<file path="src/rtl/mem_bus_arbiter_pkg.sv">
// Shared definitions for the IF/MEM memory bus arbiter.
//
// The `define block carries the core-wide reset/data/write-enable constants
// and the 2-bit arbiter state encodings; the package wraps the encodings in a
// typed enum and provides the fixed-priority pick function used in IDLE.
//
// Optional feature macro used elsewhere in this slice: MEM_BUS_ARBITER_TIMEOUT_EN.

`ifndef MEM_BUS_ARBITER_DEFINES
`define MEM_BUS_ARBITER_DEFINES
`define RstEnable    1'b1
`define ZeroWord     32'h0000_0000
`define WriteEnable  1'b1
`define WriteDisable 1'b0
`define ArbIdle      2'b00
`define ArbBusyMem   2'b01
`define ArbBusyIf    2'b10
`define ArbDrain     2'b11
`define ArbStateBus  1:0
`endif

package mem_bus_arbiter_pkg;

  typedef enum logic [`ArbStateBus] {
    ARB_IDLE     = `ArbIdle,
    ARB_BUSY_MEM = `ArbBusyMem,
    ARB_BUSY_IF  = `ArbBusyIf,
    ARB_DRAIN    = `ArbDrain
  } arb_state_e;

  // MEM always wins over IF: the MEM stage holds the older instruction.
  function automatic arb_state_e arb_pick(input logic mem_ok, input logic if_ok);
    arb_state_e pick;
    if (mem_ok) begin
      pick = ARB_BUSY_MEM;
    end else if (if_ok) begin
      pick = ARB_BUSY_IF;
    end else begin
      pick = ARB_IDLE;
    end
    return pick;
  endfunction

endpackage

</file>
<file path="src/rtl/mem_bus_arbiter_if.sv">
// Signal bundle between the pipeline (IF/MEM stages), the arbiter and the
// shared memory bus.
//
// modport slave  : arbiter view (serves IF/MEM requests, drives the bus).
// modport master : environment view (pipeline stages and bus slave).
//
// IF side  : flush, if_req, if_addr -> if_rdata, if_ack, stallreq_if
// MEM side : mem_req, mem_we, mem_addr, mem_sel, mem_wdata
//            -> mem_rdata, mem_ack, stallreq_mem
// Bus side : bus_stb, bus_we, bus_addr, bus_sel, bus_wdata, bus_err
//            <- bus_rdata, bus_ack

interface mem_bus_arbiter_if #(
  parameter int ADDR_W = 32,
  parameter int DATA_W = 32
);
  localparam int SEL_W = DATA_W / 8;

  logic              flush;
  logic              if_req;
  logic [ADDR_W-1:0] if_addr;
  logic [DATA_W-1:0] if_rdata;
  logic              if_ack;
  logic              mem_req;
  logic              mem_we;
  logic [ADDR_W-1:0] mem_addr;
  logic [SEL_W-1:0]  mem_sel;
  logic [DATA_W-1:0] mem_wdata;
  logic [DATA_W-1:0] mem_rdata;
  logic              mem_ack;
  logic              stallreq_if;
  logic              stallreq_mem;
  logic              bus_stb;
  logic              bus_we;
  logic [ADDR_W-1:0] bus_addr;
  logic [SEL_W-1:0]  bus_sel;
  logic [DATA_W-1:0] bus_wdata;
  logic [DATA_W-1:0] bus_rdata;
  logic              bus_ack;
  logic              bus_err;

  modport slave (
    input  flush, if_req, if_addr, mem_req, mem_we, mem_addr, mem_sel, mem_wdata,
           bus_rdata, bus_ack,
    output if_rdata, if_ack, mem_rdata, mem_ack, stallreq_if, stallreq_mem,
           bus_stb, bus_we, bus_addr, bus_sel, bus_wdata, bus_err
  );

  modport master (
    output flush, if_req, if_addr, mem_req, mem_we, mem_addr, mem_sel, mem_wdata,
           bus_rdata, bus_ack,
    input  if_rdata, if_ack, mem_rdata, mem_ack, stallreq_if, stallreq_mem,
           bus_stb, bus_we, bus_addr, bus_sel, bus_wdata, bus_err
  );

endinterface

</file>
<file path="src/rtl/mem_bus_arbiter_arb_timeout_cnt.sv">
// Bus-transaction watchdog counter for the memory bus arbiter.
// Only compiled when MEM_BUS_ARBITER_TIMEOUT_EN is defined.
//
// Ports: clk, rst (sync, active high), clear (restart at zero),
//        enable (count one stalled cycle), expired (count has reached LIMIT).
// The count saturates at LIMIT so expired stays high until the next clear.

`ifdef MEM_BUS_ARBITER_TIMEOUT_EN
module arb_timeout_cnt #(
  parameter int LIMIT = 255
) (
  input  logic clk,
  input  logic rst,
  input  logic clear,
  input  logic enable,
  output logic expired
);
  localparam int              CNT_W   = $clog2(LIMIT + 1);
  localparam logic [CNT_W-1:0] LIMIT_C = CNT_W'(LIMIT);
  localparam logic [CNT_W-1:0] ONE_C   = CNT_W'(1);

  logic [CNT_W-1:0] cnt_r;

  // Stalled-cycle counter, saturating at LIMIT.
  always_ff @(posedge clk) begin
    if (rst == `RstEnable) begin
      cnt_r <= {CNT_W{1'b0}};
    end else if (clear) begin
      cnt_r <= {CNT_W{1'b0}};
    end else if (enable && (cnt_r != LIMIT_C)) begin
      cnt_r <= cnt_r + ONE_C;
    end
  end

  assign expired = (cnt_r == LIMIT_C);

endmodule
`endif

</file>
<file path="src/rtl/mem_bus_arbiter.sv">
// Arbiter sharing one single-port memory bus between the IF stage (fetch)
// and the MEM stage (load/store).
//
// Ports: clk, rst (synchronous, active high)
//        arb : mem_bus_arbiter_if.slave (IF, MEM and bus signal groups)
// Behaviour: fixed priority MEM over IF, registered grant, one-cycle
// x_ack pulses, combinational stallreq_x, flush drains an in-flight fetch.
// Optional: MEM_BUS_ARBITER_TIMEOUT_EN adds a TIMEOUT-cycle watchdog that
// aborts a stalled transaction and pulses bus_err; otherwise bus_err is 0.

module mem_bus_arbiter
  import mem_bus_arbiter_pkg::*;
#(
  parameter int ADDR_W  = 32,
  parameter int DATA_W  = 32,
  parameter int TIMEOUT = 255
) (
  input logic              clk,
  input logic              rst,
  mem_bus_arbiter_if.slave arb
);
  localparam int SEL_W = DATA_W / 8;

  arb_state_e        state_r;
  arb_state_e        state_next_s;
  logic              mem_elig_s;
  logic              if_elig_s;
  logic              grant_mem_s;
  logic              grant_if_s;
  logic              ack_mem_s;
  logic              ack_if_s;
  logic              end_s;
  logic              err_s;
  logic              zero_data_s;
  logic              expired_s;

  logic              bus_stb_r;
  logic              bus_we_r;
  logic [ADDR_W-1:0] bus_addr_r;
  logic [SEL_W-1:0]  bus_sel_r;
  logic [DATA_W-1:0] bus_wdata_r;
  logic              bus_err_r;
  logic [DATA_W-1:0] if_rdata_r;
  logic              if_ack_r;
  logic [DATA_W-1:0] mem_rdata_r;
  logic              mem_ack_r;

  // A requester whose ack is still high is not re-granted for the same req.
  assign mem_elig_s = arb.mem_req & ~mem_ack_r;
  assign if_elig_s  = arb.if_req & ~if_ack_r & ~arb.flush;

`ifdef MEM_BUS_ARBITER_TIMEOUT_EN
  arb_timeout_cnt #(
    .LIMIT (TIMEOUT)
  ) u_timeout (
    .clk     (clk),
    .rst     (rst),
    .clear   (grant_mem_s | grant_if_s),
    .enable  ((state_r != ARB_IDLE) & ~arb.bus_ack),
    .expired (expired_s)
  );
`else
  assign expired_s = 1'b0;
`endif

  // Next-state and per-cycle action decode.
  always_comb begin
    state_next_s = state_r;
    grant_mem_s  = 1'b0;
    grant_if_s   = 1'b0;
    ack_mem_s    = 1'b0;
    ack_if_s     = 1'b0;
    end_s        = 1'b0;
    err_s        = 1'b0;
    zero_data_s  = 1'b0;
    case (state_r)
      ARB_IDLE: begin
        state_next_s = arb_pick(mem_elig_s, if_elig_s);
        grant_mem_s  = mem_elig_s;
        grant_if_s   = if_elig_s & ~mem_elig_s;
      end
      ARB_BUSY_MEM: begin
        // Stores always complete; flush is ignored here.
        if (arb.bus_ack) begin
          ack_mem_s    = 1'b1;
          end_s        = 1'b1;
          state_next_s = ARB_IDLE;
        end else if (expired_s) begin
          ack_mem_s    = 1'b1;
          zero_data_s  = 1'b1;
          err_s        = 1'b1;
          end_s        = 1'b1;
          state_next_s = ARB_IDLE;
        end else begin
          state_next_s = ARB_BUSY_MEM;
        end
      end
      ARB_BUSY_IF: begin
        // A flush coinciding with completion still ends the access but hides the ack.
        if (arb.bus_ack) begin
          ack_if_s     = ~arb.flush;
          end_s        = 1'b1;
          state_next_s = ARB_IDLE;
        end else if (expired_s) begin
          ack_if_s     = ~arb.flush;
          zero_data_s  = 1'b1;
          err_s        = 1'b1;
          end_s        = 1'b1;
          state_next_s = ARB_IDLE;
        end else if (arb.flush) begin
          state_next_s = ARB_DRAIN;
        end else begin
          state_next_s = ARB_BUSY_IF;
        end
      end
      ARB_DRAIN: begin
        // The slave must still see a complete cycle; the result is discarded.
        if (arb.bus_ack) begin
          end_s        = 1'b1;
          state_next_s = ARB_IDLE;
        end else if (expired_s) begin
          err_s        = 1'b1;
          end_s        = 1'b1;
          state_next_s = ARB_IDLE;
        end else begin
          state_next_s = ARB_DRAIN;
        end
      end
      default: begin
        state_next_s = ARB_IDLE;
      end
    endcase
  end

  // FSM state register.
  always_ff @(posedge clk) begin
    if (rst == `RstEnable) begin
      state_r <= ARB_IDLE;
    end else begin
      state_r <= state_next_s;
    end
  end

  // Bus request registers: loaded on grant, held through the strobe.
  always_ff @(posedge clk) begin
    if (rst == `RstEnable) begin
      bus_stb_r   <= 1'b0;
      bus_we_r    <= `WriteDisable;
      bus_addr_r  <= {ADDR_W{1'b0}};
      bus_sel_r   <= {SEL_W{1'b0}};
      bus_wdata_r <= {DATA_W{1'b0}};
      bus_err_r   <= 1'b0;
    end else begin
      bus_err_r <= err_s;
      if (grant_mem_s) begin
        bus_stb_r   <= 1'b1;
        bus_we_r    <= arb.mem_we;
        bus_addr_r  <= arb.mem_addr;
        bus_sel_r   <= arb.mem_sel;
        bus_wdata_r <= arb.mem_wdata;
      end else if (grant_if_s) begin
        bus_stb_r   <= 1'b1;
        bus_we_r    <= `WriteDisable;
        bus_addr_r  <= arb.if_addr;
        bus_sel_r   <= {SEL_W{1'b1}};
        bus_wdata_r <= {DATA_W{1'b0}};
      end else if (end_s) begin
        bus_stb_r <= 1'b0;
        bus_we_r  <= `WriteDisable;
      end
    end
  end

  // Response registers: one-cycle acks, read data held between acks.
  always_ff @(posedge clk) begin
    if (rst == `RstEnable) begin
      if_ack_r    <= 1'b0;
      mem_ack_r   <= 1'b0;
      if_rdata_r  <= {DATA_W{1'b0}};
      mem_rdata_r <= {DATA_W{1'b0}};
    end else begin
      if_ack_r  <= ack_if_s;
      mem_ack_r <= ack_mem_s;
      if (ack_if_s) begin
        if_rdata_r <= zero_data_s ? {DATA_W{1'b0}} : arb.bus_rdata;
      end
      if (ack_mem_s) begin
        // Stores return zero so a stale bus_rdata never leaks into the pipeline.
        mem_rdata_r <= (zero_data_s || (bus_we_r == `WriteEnable)) ?
                       {DATA_W{1'b0}} : arb.bus_rdata;
      end
    end
  end

  assign arb.bus_stb      = bus_stb_r;
  assign arb.bus_we       = bus_we_r;
  assign arb.bus_addr     = bus_addr_r;
  assign arb.bus_sel      = bus_sel_r;
  assign arb.bus_wdata    = bus_wdata_r;
  assign arb.bus_err      = bus_err_r;
  assign arb.if_rdata     = if_rdata_r;
  assign arb.if_ack       = if_ack_r;
  assign arb.mem_rdata    = mem_rdata_r;
  assign arb.mem_ack      = mem_ack_r;
  assign arb.stallreq_if  = arb.if_req & ~if_ack_r;
  assign arb.stallreq_mem = arb.mem_req & ~mem_ack_r;

endmodule

</file>
<file path="src/flat_wrapper.sv">
// flat-port wrapper written by rule: the top's interface ports become plain ports
module mem_bus_arbiter_flat import mem_bus_arbiter_pkg::*;
#(
  parameter int ADDR_W  = 32,
  parameter int DATA_W  = 32,
  parameter int TIMEOUT = 255
)
  (clk, rst, arb_flush, arb_if_req, arb_if_addr, arb_mem_req, arb_mem_we, arb_mem_addr, arb_mem_sel, arb_mem_wdata, arb_bus_rdata, arb_bus_ack, arb_if_rdata, arb_if_ack, arb_mem_rdata, arb_mem_ack, arb_stallreq_if, arb_stallreq_mem, arb_bus_stb, arb_bus_we, arb_bus_addr, arb_bus_sel, arb_bus_wdata, arb_bus_err);
  mem_bus_arbiter_if #(.ADDR_W(ADDR_W), .DATA_W(DATA_W)) arb_i ();
  input logic clk;
  input logic rst;
  input wire logic [$bits(arb_i.flush)-1:0] arb_flush;
  input wire logic [$bits(arb_i.if_req)-1:0] arb_if_req;
  input wire logic [$bits(arb_i.if_addr)-1:0] arb_if_addr;
  input wire logic [$bits(arb_i.mem_req)-1:0] arb_mem_req;
  input wire logic [$bits(arb_i.mem_we)-1:0] arb_mem_we;
  input wire logic [$bits(arb_i.mem_addr)-1:0] arb_mem_addr;
  input wire logic [$bits(arb_i.mem_sel)-1:0] arb_mem_sel;
  input wire logic [$bits(arb_i.mem_wdata)-1:0] arb_mem_wdata;
  input wire logic [$bits(arb_i.bus_rdata)-1:0] arb_bus_rdata;
  input wire logic [$bits(arb_i.bus_ack)-1:0] arb_bus_ack;
  output wire logic [$bits(arb_i.if_rdata)-1:0] arb_if_rdata;
  output wire logic [$bits(arb_i.if_ack)-1:0] arb_if_ack;
  output wire logic [$bits(arb_i.mem_rdata)-1:0] arb_mem_rdata;
  output wire logic [$bits(arb_i.mem_ack)-1:0] arb_mem_ack;
  output wire logic [$bits(arb_i.stallreq_if)-1:0] arb_stallreq_if;
  output wire logic [$bits(arb_i.stallreq_mem)-1:0] arb_stallreq_mem;
  output wire logic [$bits(arb_i.bus_stb)-1:0] arb_bus_stb;
  output wire logic [$bits(arb_i.bus_we)-1:0] arb_bus_we;
  output wire logic [$bits(arb_i.bus_addr)-1:0] arb_bus_addr;
  output wire logic [$bits(arb_i.bus_sel)-1:0] arb_bus_sel;
  output wire logic [$bits(arb_i.bus_wdata)-1:0] arb_bus_wdata;
  output wire logic [$bits(arb_i.bus_err)-1:0] arb_bus_err;
  assign arb_i.flush = arb_flush;
  assign arb_i.if_req = arb_if_req;
  assign arb_i.if_addr = arb_if_addr;
  assign arb_i.mem_req = arb_mem_req;
  assign arb_i.mem_we = arb_mem_we;
  assign arb_i.mem_addr = arb_mem_addr;
  assign arb_i.mem_sel = arb_mem_sel;
  assign arb_i.mem_wdata = arb_mem_wdata;
  assign arb_i.bus_rdata = arb_bus_rdata;
  assign arb_i.bus_ack = arb_bus_ack;
  assign arb_if_rdata = arb_i.if_rdata;
  assign arb_if_ack = arb_i.if_ack;
  assign arb_mem_rdata = arb_i.mem_rdata;
  assign arb_mem_ack = arb_i.mem_ack;
  assign arb_stallreq_if = arb_i.stallreq_if;
  assign arb_stallreq_mem = arb_i.stallreq_mem;
  assign arb_bus_stb = arb_i.bus_stb;
  assign arb_bus_we = arb_i.bus_we;
  assign arb_bus_addr = arb_i.bus_addr;
  assign arb_bus_sel = arb_i.bus_sel;
  assign arb_bus_wdata = arb_i.bus_wdata;
  assign arb_bus_err = arb_i.bus_err;
  mem_bus_arbiter #(.ADDR_W(ADDR_W), .DATA_W(DATA_W), .TIMEOUT(TIMEOUT)) u_core (.clk(clk), .rst(rst), .arb(arb_i));
endmodule
</file>
<file path="config.mk">
export PLATFORM = sky130hd
export DESIGN_NAME = mem_bus_arbiter_flat
export DESIGN_NICKNAME = d
export VERILOG_FILES = /design/src/rtl/mem_bus_arbiter_pkg.sv /design/src/rtl/mem_bus_arbiter_if.sv /design/src/rtl/mem_bus_arbiter_arb_timeout_cnt.sv /design/src/rtl/mem_bus_arbiter.sv /design/src/flat_wrapper.sv
export SDC_FILE = /design/constraint.sdc
export NUM_CORES = 1
export LEC_CHECK = 0
export ABC_CLOCK_PERIOD_IN_PS = 2870
export BUFFER_PORTS_ARGS = -buffer_cell sky130_fd_sc_hd__buf_4
export CAP_MARGIN = 30
export CORE_MARGIN = 1
export CORE_UTILIZATION = 40
export DETAILED_ROUTE_END_ITERATION = 7
export HOLD_SLACK_MARGIN = 0.02
export PLACE_DENSITY = 0.73
export SYNTH_ARGS = -nofsm -noshare
export SYNTH_HDL_FRONTEND = slang
export SYNTH_SLANG_ARGS = --single-unit
</file>
<file path="constraint.sdc">
create_clock -name clk -period 2.87 [get_ports clk]
set_input_delay 0.1435 -clock clk [delete_from_list [all_inputs] [get_ports clk]]
set_output_delay 0.1435 -clock clk [all_outputs]
set_load 0.01 [all_outputs]
</file>
==> impl_metrics.xml, run 1 <==
<?xml version="1.0" encoding="UTF-8"?>
<metrics>
  <group name="sta">
    <metric name="final-max-slew-violation-count" unit="">0</metric>
    <metric name="timing.fmax" unit="MHz">511</metric>
    <metric name="worst_case_clock_skew" unit="ns">0.00577</metric>
    <metric name="setup_viol_count_final" unit="">0</metric>
    <metric name="fin_crit_sh" unit="%">68.2</metric>
    <metric name="max_slew.worst_pin.slew" unit="ns">0.735</metric>
    <metric name="grt_setup_unrepaired" unit="">false</metric>
    <metric name="final-hold-violation-count" unit="">0</metric>
    <metric name="tns" unit="ns">0</metric>
    <metric name="slew_headroom" unit="%">50.9</metric>
    <metric name="fin_crit" unit="ns">1.96</metric>
  </group>
  <group name="floorplanning">
    <metric name="fp.coreArea" unit="um2">12300</metric>
    <metric name="die_y" unit="um">115</metric>
    <metric name="initial_utilization" unit="%">41.8</metric>
    <metric name="dieWidth" unit="um">115</metric>
    <metric name="design.die.area" unit="um2">13300</metric>
    <metric name="io_pins" unit="">278</metric>
    <metric name="std_cell_rows" unit="">40</metric>
  </group>
  <group name="clock_tree">
    <metric name="tritoncts" unit="">yes</metric>
    <metric name="cts.path.max_buffers" unit="">2</metric>
    <metric name="clock_buffers_created_by_tritoncts" unit="">17</metric>
    <metric name="clk_root_buffer_cell" unit="">clkbuf_16</metric>
    <metric name="clk_pin_slew_worst_paths" unit="ns">0.05</metric>
    <metric name="ctsHtreeMaxLevel" unit="">4</metric>
    <metric name="cts.sink_count" unit="">138</metric>
    <metric name="post_cts_buffers" unit="">0</metric>
    <metric name="clkLatencyLatePin" unit="ns">0.41</metric>
    <metric name="number_of_instances_resized_during_post_cts_repair" unit="">0</metric>
  </group>
  <group name="status">
    <metric name="status" unit="">finished clean</metric>
  </group>
  <group name="min_path">
    <metric name="hold_class" unit="">primary input to flop</metric>
  </group>
  <group name="yosys">
    <metric name="netlist_top_cells_area" unit="">dfxtp_1 54%, o221a_1 6.8%, a21oi_1 6.6%, a32o_1 6.3%, a22o_1 5.5%</metric>
    <metric name="synth.lib_cells_used.distinct" unit="">31</metric>
    <metric name="ys_seq_area_share" unit="%">53.9</metric>
    <metric name="synth.yosys.warnings" unit="">0</metric>
    <metric name="synth_top_area_cell" unit="">dfxtp_1</metric>
    <metric name="synth_seq_cells" unit="">138</metric>
    <metric name="netlist_instances" unit="">508</metric>
    <metric name="netlist_area" unit="um2">5120</metric>
    <metric name="area_share_of_the_leading_cell_type_in_the_synthesized_netlist" unit="%">53.9</metric>
    <metric name="avgSynthCellArea" unit="um2">10.1</metric>
    <metric name="synth_nets" unit="">647</metric>
  </group>
  <group name="layout">
    <metric name="final_design_area_no_fill" unit="um2">8440</metric>
    <metric name="finish.net_count" unit="">974</metric>
    <metric name="fillers" unit="">918</metric>
    <metric name="final_core_util" unit="%">68.9</metric>
    <metric name="mostFrequentLayoutCells" unit="">285 x buf_4, 138 x dfxtp_1, 69 x dlygate4sd3_1</metric>
    <metric name="area_used_by_multi_input_combinational_logic" unit="um2">1990</metric>
    <metric name="drive_above_1_share" unit="%">38.6</metric>
    <metric name="seqCellArea" unit="um2">2760</metric>
    <metric name="area_growth_syn_to_layout" unit="%">64.7</metric>
    <metric name="mostFrequentLayoutCell" unit="">buf_4</metric>
  </group>
  <group name="setup_path">
    <metric name="worst_ep_required_time" unit="ns">3.17</metric>
    <metric name="critPathMaxFanout" unit="">33</metric>
    <metric name="critPathLaunchType" unit="">flop</metric>
    <metric name="worst_ep_arrival_time" unit="ns">2.25</metric>
    <metric name="worstSetupPathType" unit="">flop to flop</metric>
    <metric name="critPathCaptureType" unit="">flop</metric>
  </group>
  <group name="place">
    <metric name="io_buffer_count" unit="">276</metric>
    <metric name="hpwl" unit="mm">11.3</metric>
    <metric name="placedInstanceArea" unit="um2">7250</metric>
    <metric name="placer_congestion_estimate" unit="">0.766</metric>
  </group>
  <group name="grt">
    <metric name="overall_overflow_remaining_after_global_route" unit="">0</metric>
    <metric name="grt_start_max_net_pins" unit="">67</metric>
    <metric name="grt_first_pass_wirelength" unit="mm">25.5</metric>
    <metric name="grt.total_usage" unit="%">25.3</metric>
    <metric name="grt_pass1_vias" unit="">5079</metric>
    <metric name="grt_antenna_before_repair" unit="">0</metric>
  </group>
  <group name="routing">
    <metric name="drcViolationCount" unit="">0</metric>
    <metric name="via_per_inst" unit="">5.13</metric>
    <metric name="route.detailed.wl_per_inst" unit="um">16.9</metric>
    <metric name="postRouteAntennaNets" unit="">0</metric>
    <metric name="routed_wl" unit="mm">17.1</metric>
    <metric name="via_count" unit="">5190</metric>
    <metric name="drt_pass1_iterations" unit="">5</metric>
    <metric name="initialDrtViolationCount" unit="">337</metric>
  </group>
  <group name="power_and_ir_drop">
    <metric name="powerDensity" unit="nW/um2">566</metric>
    <metric name="cellLeakagePower" unit="nW">3.83</metric>
    <metric name="irDropWorstVdd" unit="uV">295</metric>
  </group>
  <group name="job">
    <metric name="maxCapViolations" unit="">0</metric>
  </group>
</metrics>
[worst paths after layout]
check                                                             end  cells past startpoint  slack (ns)                            startpoint
worst max-delay path             u_core.arb.bus_addr[24]$_SDFFE_PP0P_                      3        0.91          u_core.state_r[0]$_SDFF_PP0_
worst min-delay path            u_core.arb.bus_wdata[23]$_SDFFE_PP0P_                      3        0.07                     arb_mem_wdata[23]
worst min register to register   u_core.arb.if_rdata[20]$_SDFFE_PP0P_                      2        0.45  u_core.arb.if_rdata[20]$_SDFFE_PP0P_
worst max register to register   u_core.arb.bus_addr[24]$_SDFFE_PP0P_                      3        0.91          u_core.state_r[0]$_SDFF_PP0_
[critical path, cell delays in order, from the launching register on]
cell	delay [ns]
dfxtp_1	0.40
nor2_2	0.29
nand3_2	0.64
o221a_2	0.50
[per-layer routing]
layer	up-vias	track usage (%)	routed length, um
met1	2448	27.1	6670
met3	34	9.44	1500
met2	244	43.5	8460
met5	-	0	0
met4	0	13.0	460
li1	2464	-	-
[layout make-up]
class / instances / area share (%)
timing repair buffer: 355 / 33.7
sequential: 138 / 32.7
multi-input combinational: 288 / 23.6
clock buffer: 22 / 5.62
tap: 168 / 2.49
inverter: 35 / 1.56
clock inverter: 4 / 0.267
antenna: 1 / 0.0296
[report_power, final]
part | total (mW) | switching [mW] | internal [mW]
Clock | 1.87 | 0.734 | 1.14
Combinational | 0.797 | 0.350 | 0.446
Sequential | 2.11 | 0.0757 | 2.03
[sequential cells by signal (all words and copies together) (netlist names)]
register and cells:
u_core.arb.bus_addr 32, u_core.arb.bus_sel 4, u_core.arb.bus_stb 1, u_core.arb.bus_wdata 32
u_core.arb.bus_we 1, u_core.arb.if_ack 1, u_core.arb.if_rdata 32, u_core.arb.mem_ack 1
u_core.arb.mem_rdata 32, u_core.state_r 2
[stage by stage]
step	setup WS (ns)	instances	hold slack [ns]	power [mW]
after detailed placement	0.959	915	0.369	2.86
final	0.912	1011	0.0675	4.78
after floorplan	1.44	508	0.269	2.47
after global placement	0.969	914	0.364	2.84
after global routing	0.847	1010	0.0660	4.95
after CTS	0.947	1009	0.0256	4.80
[cells by family (layout without fill, tap and decap cells)]
group / after synthesis / in the layout / share of synthesized area [%]
other: 1 / 2 / 0.0732
AOI/OAI and AO/OA: 173 / 173 / 27.0
buffers and inverters: 82 / 416 / 7.76
DFF: 138 / 138 / 53.9
and+or+nand+nor: 114 / 114 / 11.3
[what timing repair did]
item / in CTS / in global routing
hold buffers: 68 / 1
setup endpoints to repair: 0 / 0
hold endpoints to repair: 99 / 1
[synthesized netlist by cell type]
cell type	instances
a21oi_1	68
a32o_1	32
buf_2	21
o221a_1	31
conb_1	1
nand2_1	67
a21o_1	1
or2b_4	1
nor2b_1	33
o21a_1	1
and2_1	1
nor4bb_1	1
dfxtp_1	138
inv_1	33
inv_2	2
buf_4	5
a311oi_1	1
nor4b_2	1
buf_6	6
nand4bb_1	1
nand3b_1	2
nor3b_2	1
nor3_2	1
nor2_2	1
clkbuf_1	15
o21ai_2	1
o221a_2	5
nor2_1	3
nand3_2	1
o21ai_0	1
a22o_1	32
(Power assumes the default switching activity.)
==> run 2: changes to the inputs <==
--- a/config.mk
+++ b/config.mk
@@ -5,14 +5,15 @@
 export SDC_FILE = /design/constraint.sdc
 export NUM_CORES = 1
 export LEC_CHECK = 0
-export ABC_CLOCK_PERIOD_IN_PS = 2870
+export ABC_AREA = 1
+export ABC_CLOCK_PERIOD_IN_PS = 1800
 export BUFFER_PORTS_ARGS = -buffer_cell sky130_fd_sc_hd__buf_4
 export CAP_MARGIN = 30
 export CORE_MARGIN = 1
 export CORE_UTILIZATION = 40
 export DETAILED_ROUTE_END_ITERATION = 7
 export HOLD_SLACK_MARGIN = 0.02
-export PLACE_DENSITY = 0.73
+export PLACE_DENSITY = 0.74
 export SYNTH_ARGS = -nofsm -noshare
 export SYNTH_HDL_FRONTEND = slang
 export SYNTH_SLANG_ARGS = --single-unit
==> constraint.sdc (replaced) <==
create_clock -name clk -period 1.8 [get_ports clk]
set_input_delay 0.09 -clock clk [delete_from_list [all_inputs] [get_ports clk]]
set_output_delay 0.09 -clock clk [all_outputs]
set_load 0.01 [all_outputs]
==> impl_metrics.xml, run 2 <==
<?xml version="1.0" encoding="UTF-8"?>
<metrics>
  <group name="status">
    <metric name="status" unit="">finished clean</metric>
  </group>
  <group name="yosys">
    <metric name="number_of_enable_flip_flop_cells_after_synthesis" unit="">0</metric>
    <metric name="ys_seq_area_share" unit="%">49.6</metric>
    <metric name="synthMostInstantiatedCell" unit="">nand2_1</metric>
    <metric name="synth.lib_cells_used.distinct" unit="">17</metric>
    <metric name="async_reset_ff_share" unit="%">0</metric>
    <metric name="synth_nets" unit="">908</metric>
    <metric name="ys_dominant_reg_cell" unit="">dfxtp_1</metric>
    <metric name="netlist_instances" unit="">769</metric>
    <metric name="synth.yosys.warnings" unit="">0</metric>
    <metric name="netlist_area" unit="um2">5570</metric>
    <metric name="area_share_of_the_leading_cell_type_in_the_synthesized_netlist" unit="%">49.6</metric>
    <metric name="avgSynthCellArea" unit="um2">7.24</metric>
    <metric name="synth_seq_cells" unit="">138</metric>
    <metric name="netlist_top_cells_count" unit="">201 x nand2_1, 138 x dfxtp_1, 138 x nor2_1</metric>
    <metric name="synth_top_area_cell" unit="">dfxtp_1</metric>
    <metric name="netlist_top_cells_area" unit="">dfxtp_1 50%, nand2_1 14%, nor2_1 9.3%, o21ai_0 6.6%, nand3_1 6.0%</metric>
  </group>
  <group name="grt">
    <metric name="grt.total_usage" unit="%">28.3</metric>
    <metric name="grt_pass1_vias" unit="">6570</metric>
    <metric name="grt_start_max_net_pins" unit="">76</metric>
    <metric name="grt_antenna_before_repair" unit="">1</metric>
    <metric name="grt_first_pass_wirelength" unit="mm">32.1</metric>
    <metric name="overall_overflow_remaining_after_global_route" unit="">0</metric>
  </group>
  <group name="power_and_ir_drop">
    <metric name="power_frac_seq" unit="%">40.0</metric>
    <metric name="irDropWorstVdd" unit="uV">643</metric>
    <metric name="sw_share" unit="%">26.0</metric>
    <metric name="power_frac_clock" unit="%">40.1</metric>
    <metric name="powerDensity" unit="nW/um2">880</metric>
    <metric name="power.total" unit="mW">8.35</metric>
    <metric name="switchingPower" unit="mW">2.17</metric>
    <metric name="p_int" unit="mW">6.18</metric>
    <metric name="combPwrFrac" unit="%">19.8</metric>
    <metric name="cellLeakagePower" unit="nW">4.60</metric>
  </group>
  <group name="routing">
    <metric name="routed_wl" unit="mm">20.2</metric>
    <metric name="initialDrtViolationCount" unit="">453</metric>
    <metric name="drcViolationCount" unit="">0</metric>
    <metric name="via_count" unit="">6553</metric>
    <metric name="drt_pass1_iterations" unit="">5</metric>
    <metric name="via_per_inst" unit="">4.93</metric>
    <metric name="route.detailed.wl_per_inst" unit="um">15.2</metric>
    <metric name="postRouteAntennaNets" unit="">0</metric>
  </group>
  <group name="floorplanning">
    <metric name="design.die.area" unit="um2">14400</metric>
    <metric name="initial_utilization" unit="%">41.5</metric>
    <metric name="io_pins" unit="">278</metric>
    <metric name="dieWidth" unit="um">120</metric>
    <metric name="fp.coreArea" unit="um2">13400</metric>
    <metric name="std_cell_rows" unit="">42</metric>
    <metric name="die_y" unit="um">120</metric>
  </group>
  <group name="clock_tree">
    <metric name="clk_pin_slew_worst_paths" unit="ns">0.05</metric>
    <metric name="tritoncts" unit="">yes</metric>
    <metric name="clk_root_buffer_cell" unit="">clkbuf_16</metric>
    <metric name="ctsHtreeMaxLevel" unit="">4</metric>
    <metric name="cts.path.max_buffers" unit="">2</metric>
    <metric name="cts.sink_count" unit="">138</metric>
    <metric name="number_of_instances_resized_during_post_cts_repair" unit="">0</metric>
    <metric name="clkLatencyLatePin" unit="ns">0.42</metric>
    <metric name="clock_buffers_created_by_tritoncts" unit="">17</metric>
  </group>
  <group name="place">
    <metric name="number_of_placed_instances_with_taps_included" unit="">1179</metric>
    <metric name="hpwl" unit="mm">11.7</metric>
    <metric name="placer_congestion_estimate" unit="">0.771</metric>
    <metric name="io_buffer_count" unit="">276</metric>
    <metric name="placedInstanceArea" unit="um2">7750</metric>
  </group>
  <group name="setup_path">
    <metric name="reg2reg_to" unit="">u_core.arb.bus_addr[30]$_SDFFE_PP0P_</metric>
    <metric name="critPathCaptureType" unit="">flop</metric>
    <metric name="critical_path.startpoint" unit="">u_core.arb.if_ack$_SDFF_PP0_</metric>
    <metric name="worst_ep_arrival_time" unit="ns">1.96</metric>
    <metric name="critPathMaxFanout" unit="">17</metric>
    <metric name="setup.worst_path.end" unit="">u_core.arb.bus_addr[30]$_SDFFE_PP0P_</metric>
    <metric name="worstRegToRegCells" unit="">7</metric>
    <metric name="critPathLaunchType" unit="">flop</metric>
    <metric name="worst_ep_required_time" unit="ns">2.15</metric>
    <metric name="regToRegStartpoint" unit="">u_core.arb.if_ack$_SDFF_PP0_</metric>
    <metric name="timing.reg2reg.setup_slack" unit="ns">0.19</metric>
    <metric name="worstSetupPathType" unit="">flop to flop</metric>
  </group>
  <group name="sta">
    <metric name="worst_case_clock_skew" unit="ns">0.00583</metric>
    <metric name="grt_setup_unrepaired" unit="">false</metric>
    <metric name="tns" unit="ns">0</metric>
    <metric name="slew_headroom" unit="%">42.8</metric>
    <metric name="timing.fmax" unit="MHz">621</metric>
    <metric name="fin_crit" unit="ns">1.61</metric>
    <metric name="final-hold-violation-count" unit="">0</metric>
    <metric name="final-max-slew-violation-count" unit="">0</metric>
    <metric name="max_slew.worst_pin.slew" unit="ns">0.859</metric>
    <metric name="setup_viol_count_final" unit="">0</metric>
    <metric name="fin_crit_sh" unit="%">89.5</metric>
  </group>
  <group name="layout">
    <metric name="fillers" unit="">988</metric>
    <metric name="final_core_util" unit="%">70.9</metric>
    <metric name="area_used_by_multi_input_combinational_logic" unit="um2">2440</metric>
    <metric name="finish.net_count" unit="">1279</metric>
    <metric name="mostFrequentLayoutCell" unit="">buf_4</metric>
    <metric name="drive_above_1_share" unit="%">28.6</metric>
    <metric name="mostFrequentLayoutCells" unit="">289 x buf_4, 199 x nand2_1, 138 x dfxtp_1</metric>
    <metric name="area_growth_syn_to_layout" unit="%">70.5</metric>
    <metric name="final_design_area_no_fill" unit="um2">9500</metric>
    <metric name="seqCellArea" unit="um2">2760</metric>
    <metric name="final-instance-count-excl-fill" unit="">1329</metric>
  </group>
  <group name="min_path">
    <metric name="hold_start" unit="">arb_if_addr[28]</metric>
    <metric name="hold_class" unit="">primary input to flop</metric>
  </group>
  <group name="job">
    <metric name="maxCapViolations" unit="">0</metric>
  </group>
</metrics>
==> run 2: cell types whose count changed in the layout (fill, tap and decap cells not counted), sizes merged, moves of 33 or more <==
| cell | before | now |
|---|---|---|
| a21oi | 68 | 35 |
| dlygate4sd3 | 69 | 118 |
| nand2 | 67 | 201 |
| nand3 | 1 | 67 |
| nor2 | 4 | 140 |
| nor2b | 33 | 0 |
| o21ai | 2 | 74 |
| o221a | 36 | 0 |
==> run 2: per-stage QoR <==
step | hold WS [ns] | setup slack, ns
2_1_floorplan | 0.237 | 0.481
4_1_cts | 0.0210 | 0.154
6_report | 0.0288 | 0.188
3_5_place_dp | 0.360 | 0.223
3_3_place_gp | 0.353 | 0.284
5_1_grt | 0.0527 | 0.0261
==> run 2: what timing repair did <==
action | 4_1_cts | 5_1_grt
hold buffers | 118 | 0
endpoints found under the hold margin | 128 | 0
buffers inserted | 0 | 0
==> run 2: area by class of cell <==
type                    count  area share [%]
diodes                      1          0.0264
clock buffers              23            4.93
clock inverters             8            1.00
inverters                  21           0.830
multi-input cells         551            25.7
flip-flops and latches    138            29.1
well taps                 176            2.32
repair buffers            411            36.1
==> run 2: layer usage <==
layer / track usage [%] / share of wire, % / vias up
li1: - / - / 3200
met1: 29.8 / 38 / 2989
met2: 49.5 / 50 / 306
met3: 10.4 / 8.8 / 58
met4: 13.6 / 3.2 / 0
met5: 0 / 0 / -
==> run 2: kinds of logic after synthesis <==
logic type / after synthesis / share of synthesized area [%]
AND/OR/NAND/NOR: 441 / 33.5
other: 1 / 0.0674
flip-flops: 138 / 49.6
AO/OA/AOI/OAI: 109 / 9.80
buffers and inverters: 80 / 6.99
==> run 2: worst min path at each step <==
stage,endpoint,cells after the start
after floorplan,u_core.arb.bus_wdata[0]$_SDFFE_PP0P_,2
after global placement,u_core.arb.if_rdata[19]$_SDFFE_PP0P_,3
after detailed placement,u_core.arb.bus_wdata[0]$_SDFFE_PP0P_,3
after CTS,u_core.arb.bus_addr[28]$_SDFFE_PP0P_,5
after global routing,u_core.arb.bus_addr[28]$_SDFFE_PP0P_,5
final,u_core.arb.bus_addr[28]$_SDFFE_PP0P_,5
==> run 2: worst max-delay path: stages (launching register included) <==
cell	delay, ns
dfxtp_1	0.33
inv_1	0.04
nand2_1	0.07
nor2_1	0.05
o21ai_2	0.65
buf_12	0.24
nor2_1	0.05
nor2_1	0.10
==> run 2: power by group through the flow <==
| stage | Combinational [mW] | Sequential (mW) | Clock, mW |
|---|---|---|---|
| floorplan | 0.622 | 3.48 | 0 |
| global placement | 1.40 | 3.39 | 0 |
| detailed placement | 1.41 | 3.40 | 0 |
| CTS | 1.62 | 3.34 | 3.40 |
| global route | 1.81 | 3.36 | 3.54 |
| finish | 1.66 | 3.34 | 3.35 |
